[config.mk]
export PLATFORM = sky130hd
export DESIGN_NAME = clk_div
export DESIGN_NICKNAME = d
export VERILOG_FILES = /design/src/rtl/clk_div.sv
export SDC_FILE = /design/constraint.sdc
export NUM_CORES = 1
export LEC_CHECK = 0
export ABC_AREA = 1
export CAP_MARGIN = 20
export CORE_MARGIN = 2
export CORE_UTILIZATION = 45
export CTS_BUF_LIST = sky130_fd_sc_hd__clkbuf_8
export DETAILED_ROUTE_END_ITERATION = 7
export GPL_ROUTABILITY_DRIVEN = 0
export HOLD_SLACK_MARGIN = 0.03
export PLACE_DENSITY_LB_ADDON = 0.3
export SLEW_MARGIN = 20
export SYNTH_ARGS = -nofsm -noshare
export SYNTH_HDL_FRONTEND = slang
export SYNTH_SLANG_ARGS = --single-unit
[constraint.sdc]
create_clock -name clkin -period 2.43 [get_ports clkin]
set_clock_uncertainty 0.2 [all_clocks]
set_input_delay 0.3645 -clock clkin [delete_from_list [all_inputs] [get_ports clkin]]
set_output_delay 0.3645 -clock clkin [all_outputs]
set_load 0.02 [all_outputs]
[src/rtl/clk_div.sv]
// ----------------------------------------------------------------------------
// clk_div
//   Two-stage divider producing a fast and a slow 50%-duty square wave from
//   clkin. Stage 1 toggles clk_1kHz every HALF1 clkin cycles. Stage 2 is a
//   clock-enabled counter in the clkin domain. It advances once per clk_1kHz
//   rising edge and toggles clk_4Hz every HALF2 such advances.
//
// Ports
//   clkin     in   system clock, rising-edge active
//   clrn      in   asynchronous active-low reset
//   clk_1kHz  out  fast square wave, registered
//   clk_4Hz   out  slow square wave, registered
// ----------------------------------------------------------------------------
module clk_div #(
    parameter int CLK_HZ  = 50000000,
    parameter int FAST_HZ = 1000,
    parameter int SLOW_HZ = 4
) (
    input  logic clkin,
    input  logic clrn,
    output logic clk_1kHz,
    output logic clk_4Hz
);

    localparam int HALF1 = CLK_HZ / (2 * FAST_HZ);
    localparam int HALF2 = FAST_HZ / (2 * SLOW_HZ);

    localparam logic [14:0] HALF1_M1 = 15'(HALF1 - 1);
    localparam logic [7:0]  HALF2_M1 = 8'(HALF2 - 1);

    // Reject parameter sets that the fixed-width counters cannot hold.
    if (HALF1 < 1 || HALF1 > 32768) begin : g_bad_half1
        $error("clk_div: HALF1 out of range for 15-bit count1");
    end
    if (HALF2 < 1 || HALF2 > 256) begin : g_bad_half2
        $error("clk_div: HALF2 out of range for 8-bit count2");
    end

    // Register names are kept short and fixed so benches can observe them.
    logic [14:0] count1, count1_d;
    logic [7:0]  count2, count2_d;
    logic        clk_1kHz_d, clk_4Hz_d;
    logic        wrap1, tick;

    always_comb begin
        wrap1      = (count1 == HALF1_M1);
        // Advance stage 2 only on the wrap that makes clk_1kHz rise.
        tick       = wrap1 && !clk_1kHz;
        count1_d   = wrap1 ? 15'd0 : count1 + 15'd1;
        clk_1kHz_d = clk_1kHz ^ wrap1;
        count2_d   = count2;
        clk_4Hz_d  = clk_4Hz;
        if (tick) begin
            if (count2 == HALF2_M1) begin
                count2_d  = 8'd0;
                clk_4Hz_d = ~clk_4Hz;
            end else begin
                count2_d  = count2 + 8'd1;
            end
        end
    end

    always_ff @(posedge clkin or negedge clrn) begin
        if (!clrn) begin
            count1   <= 15'd0;
            count2   <= 8'd0;
            clk_1kHz <= 1'b0;
            clk_4Hz  <= 1'b0;
        end else begin
            count1   <= count1_d;
            count2   <= count2_d;
            clk_1kHz <= clk_1kHz_d;
            clk_4Hz  <= clk_4Hz_d;
        end
    end

endmodule

# Word level (Yosys, flattened, before mapping)
# Cells that the tools add are included.
# word_totals
register_bits	25
inputBits	2
out_inout_bits	2
word_cells	15
# op_classes
addsub	2
n_eq_ne	2
n_mux	2
bitwise	2
n_reduce_logical	3
# op_table
operator	count
15-bit by 1-bit adder with 15-bit output, second input constant	1
15-bit == test, second input constant	1
15-bit two-way mux	1
8-bit by 1-bit adder with 8-bit output, second input constant	1
8-bit by 7-bit == test with 1-bit output, second input constant	1
8-bit two-way mux	1
2-bit AND reduction	1
1-bit logical AND	1
1-bit logical NOT	1
1-bit inverter	1
1-bit XOR	1

# Depth between registers and ports, before layout
# depth
depth_word	3
depth_mapped	12
ltp_nobuf	11

# Least setup slack after synthesis
# Ideal clock, no wire load.
# synth_timing
path_type	reg2reg
from	register count1[0]
to	register count2[5]
setup_ns	0.119
arrival_time_ns	1.681
required_ns	2.111
slack_ns	0.430
stages_incl_launch_ff	13
n_path_buf	1
synth_period_minus_slack_ns	2.000
path_cell_list	dfrtp_1 > ha_1 > nand2_1 > nor3b_1 > nand2_1 > inv_2 > ha_1 > buf_2 > nand2_1 > nor2_1 > nand3_1 > nand2_1 > nor2_1
# synth_via
elab_chain_len	2
# synth_lines
element	line_no	text
from (decl)	40	logic [14:0] count1, count1_d;
from (signal assigned)	70	count1 <= count1_d;
15-bit == test	46	wrap1 = (count1 == HALF1_M1);
1-bit logical AND	48	tick = wrap1 && !clk_1kHz;
net tick	43	logic wrap1, tick;
to (signal assigned)	71	count2 <= count2_d;
to (decl)	41	logic [7:0] count2, count2_d;
# The timed path passes the listed nets, and every way through them passes these cells.
# A chain may end at the register's enable or synchronous reset.

# Worst setup path after layout
# layout_timing
from	register count1[0]
to	register count2[3]
# The elaborated chain is that of the path after synthesis.

==> impl_summary.log <==
[metrics] run status: finished, final reports clean
[metrics] Post-DP HPWL: ~1.7 mm
[metrics] dominant cell type by area after synthesis: sky130_fd_sc_hd__dfrtp_1
[metrics] Setup Crit Path Kind: register to register
[metrics] startpoint type of the worst setup path: register
[metrics] largest cells by area after synthesis: sky130_fd_sc_hd__dfrtp_1 48%, sky130_fd_sc_hd__nand2_1 11%, sky130_fd_sc_hd__nor2_1 9.7%, sky130_fd_sc_hd__inv_1 6.3%, sky130_fd_sc_hd__xor2_1 4.7%
[metrics] source-to-sink clock delay at the later pin of the worst-skew pair: 0.26 ns
[metrics] Clk network pwr share: 0.357
[metrics] global-route congestion overflow total: 0
[metrics] Non-Filler Instances: approximately 200
[metrics] horizontal die dimension: 58.01 µm
[metrics] Die ar.: between 3000 and 4000 µm²
[metrics] Layout Utilization: 0.5227
[metrics] TritonCTS clock tree: done
[metrics] PwrDens: between 400 and 500 nW/µm²
[metrics] number of pins exceeding their max-slew limit in the final report: 0
[metrics] number of violations reported at the end of detailed-routing iteration 0: 60
[metrics] synthesis-stage register bit count: 25
[metrics] synthesized area per cell: between 7 and 8 µm²
[metrics] critical path required time: 2.41 ns
[metrics] post-CTS setup buffer count: 0
[metrics] primary flip-flop cell chosen by synthesis mapping: sky130_fd_sc_hd__dfrtp_1
[metrics] number of core rows: 19
[metrics] hold violation count in the final report: 0
[metrics] total length of routed wires: approximately 2.3 mm
[metrics] internal power: 0.0005308 W
[metrics] Peak Freq: 476.9 MHz
[metrics] count of antenna-violating nets left after detailed routing: 0
[metrics] Die Span Y: 58.01 µm
[metrics] deepest clock path buffer count: 2
[metrics] setup_tns: 0 ns
[metrics] area overhead of the layout relative to synthesis: 9.819%
[metrics] number of buffers created by CTS: 3
[metrics] net switching fraction of the power: 0.1976
[metrics] EDFF count, synth: 0
[metrics] effective utilization at floorplan: 0.4760
[metrics] top post-synthesis cells by count: 37 x sky130_fd_sc_hd__nand2_1, 34 x sky130_fd_sc_hd__nor2_1, 25 x sky130_fd_sc_hd__dfrtp_1
[metrics] static leakage: 0.7165 nW
[metrics] most numerous cell in the Yosys netlist: sky130_fd_sc_hd__nand2_1
[metrics] final cell area excluding filler cells: 1441 µm²
[metrics] Period minus WS final: 2.097 ns
[metrics] dpl cell area: around 1400 µm²
[metrics] core region area: 2758 µm²
[metrics] total of endpoints with negative setup slack in the final report: 0
[metrics] clock-pin transition on the worst setup and hold timing paths: 0.08 ns
[metrics] Clock Sinks: 25
[metrics] via count of the first global-routing pass: 975
[metrics] number of buffers inserted for hold repair after clock tree synthesis: 0
[metrics] nature of the critical path endpoint: register
[metrics] average vias per placed instance: 4.971
[metrics] Routed WL per cell: 11.37 µm
[metrics] number of different library cells in the post-synthesis netlist: 20
[metrics] Port-buffer cells: 3
[metrics] combinational share of power: 0.015
[metrics] Total GRT Usage: 0.1557
[metrics] net switching power of the design: around 0.00013 W
[metrics] Synth Cell Area: 1313 µm²
[metrics] actual transition at the worst max-transition pin: 0.3034 ns
[metrics] first-pass GRT wire length: 4.036 mm
[metrics] Net count, final: between 150 and 200
[metrics] slack of the worst reg-to-reg path: 0.33 ns
[metrics] peak fanout along the critical path: 9
[metrics] number of fill cells in the layout: approximately 250
[metrics] setup repair after global routing missed its margin: no
[metrics] data arrival at the endpoint of the critical path: 2.08 ns
[metrics] Post-synth ARST share: 1.000
[metrics] number of levels the H-tree was split into: 1
[metrics] maximum number of pins on one net before global-route repair: 26
[metrics] Syn Nets: 172
[metrics] ratio of cells with drive above 1 in the final layout: 0.05780
[metrics] MaxCap Viol Count: 0
[metrics] total via count after detailed routing: 1014
[metrics] Slew Limit Headroom: 0.7977
[metrics] DRC viols: 0
[metrics] clk root buf: sky130_fd_sc_hd__clkbuf_8
[metrics] cell count after placement: 200
[metrics] post-CTS resize count: 0
[metrics] Seq/Total Area, Yosys: 0.4766
[metrics] final clock period utilization by the worst path: 0.8629
[metrics] share of Yosys cell area claimed by the top area cell type: 0.4766
[metrics] share of total power in sequential cells: 0.628
[metrics] top-level I/O count: 4
[metrics] count of yosys warnings during synthesis: 0
[metrics] VDD IR-drop max: between 0.0003 and 0.0004 V
[metrics] number of antenna violations at the first check in global routing: 0
[metrics] number of antenna diodes: 0
[metrics] synthesized instance count: 166
[metrics] Pre-antenna DRT Iters: 4
[metrics] HP Class: primary input to asynchronous set/reset pin
-- stage by stage --
stage	hold slack, ns	total power (W)	setup WS, ns
floorplan	-0.1311	0.0004240	0.4297
global placement	0.2417	0.0004348	0.2905
detailed placement	0.2509	0.0004348	0.1748
CTS	0.2625	0.0006707	0.1592
global route	0.2841	0.0006905	0.05905
finish	0.2560	0.0006616	0.3330
-- worst paths after layout --
| kind | start | endpoint | cells after the start |
|---|---|---|---|
| hold / removal | clrn | count2[2]$_DFFE_PN0P_ | 2 |
| setup reg to reg | count1[0]$_DFF_PN0_ | count2[3]$_DFFE_PN0P_ | 10 |
| hold reg to reg | count1[0]$_DFF_PN0_ | count1[0]$_DFF_PN0_ | 1 |
| min in group clkin | count1[0]$_DFF_PN0_ | count1[0]$_DFF_PN0_ | 1 |
| max in group asynchronous | clrn | count1[7]$_DFF_PN0_ | 2 |
| setup / recovery | count1[0]$_DFF_PN0_ | count2[3]$_DFFE_PN0P_ | 10 |
-- power by group through the flow --
stage / Sequential, W / Combinational, W / Clock [W]
2_1_floorplan: 0.000424 / 0.000000000344 / 0
3_5_place_dp: 0.000424 / 0.0000109 / 0
4_1_cts: 0.000416 / 0.0000109 / 0.000244
5_1_grt: 0.000416 / 0.0000125 / 0.000262
3_3_place_gp: 0.000424 / 0.0000109 / 0
6_report: 0.000416 / 0.0000101 / 0.000236
-- final cells by class --
type                    instances  area (µm²)  share of cell area
flip-flops and latches         25       625.6              0.4340
repair buffers                  4       37.54             0.02604
inverters                      23       86.33             0.05990
well taps                      31       38.79             0.02691
multi-input cells             117       608.1              0.4219
clock buffers                   3       41.29             0.02865
clock inverters                 1       3.754            0.002604
-- kinds of logic after synthesis --
family          synth area share
compound gates           0.02288
xor+xnor                 0.06673
fa+ha+maj                0.03813
buf+inv                  0.06958
flops                     0.4766
simple gates              0.3260
-- registers in the layout (all words and copies together), names as in the netlist --
register / count
clk_1kHz: 1
clk_4Hz: 1
count1: 15
count2: 8
-- critical path, cell delays in order (launching register included) --
cell	delay (ns)
sky130_fd_sc_hd__dfrtp_1	0.37
sky130_fd_sc_hd__ha_1	0.22
sky130_fd_sc_hd__nand2_1	0.07
sky130_fd_sc_hd__nor3b_1	0.18
sky130_fd_sc_hd__nand2_1	0.16
sky130_fd_sc_hd__inv_2	0.14
sky130_fd_sc_hd__ha_4	0.18
sky130_fd_sc_hd__nand2_1	0.07
sky130_fd_sc_hd__nor2_1	0.17
sky130_fd_sc_hd__nor2_1	0.06
sky130_fd_sc_hd__nor3_1	0.18
-- layout by cell type (no fill, tap or decap), drive strengths merged --
master	synthesis	layout
nand3	12	12
and2	1	1
nor3b	2	2
nand4	4	4
inv	23	24
ha	4	4
o21ai	2	2
nand3b	1	1
buf	1	1
xnor2	3	3
nand2	37	37
nor3	4	4
a21oi	4	4
xor2	7	7
clkbuf	0	3
dfrtp	25	25
nor2	36	36
clkdlybuf4s50	0	3
-- per-layer routing --
layer | GRT usage | wire [µm] | vias up
met4 | 0.05980 | 18 | 0
met3 | 0.03348 | 81 | 2
met5 | 0 | 0 | -
met1 | 0.2117 | 1188 | 459
met2 | 0.2451 | 1030 | 22
li1 | - | - | 531
Power figures use the tool's default switching activity.
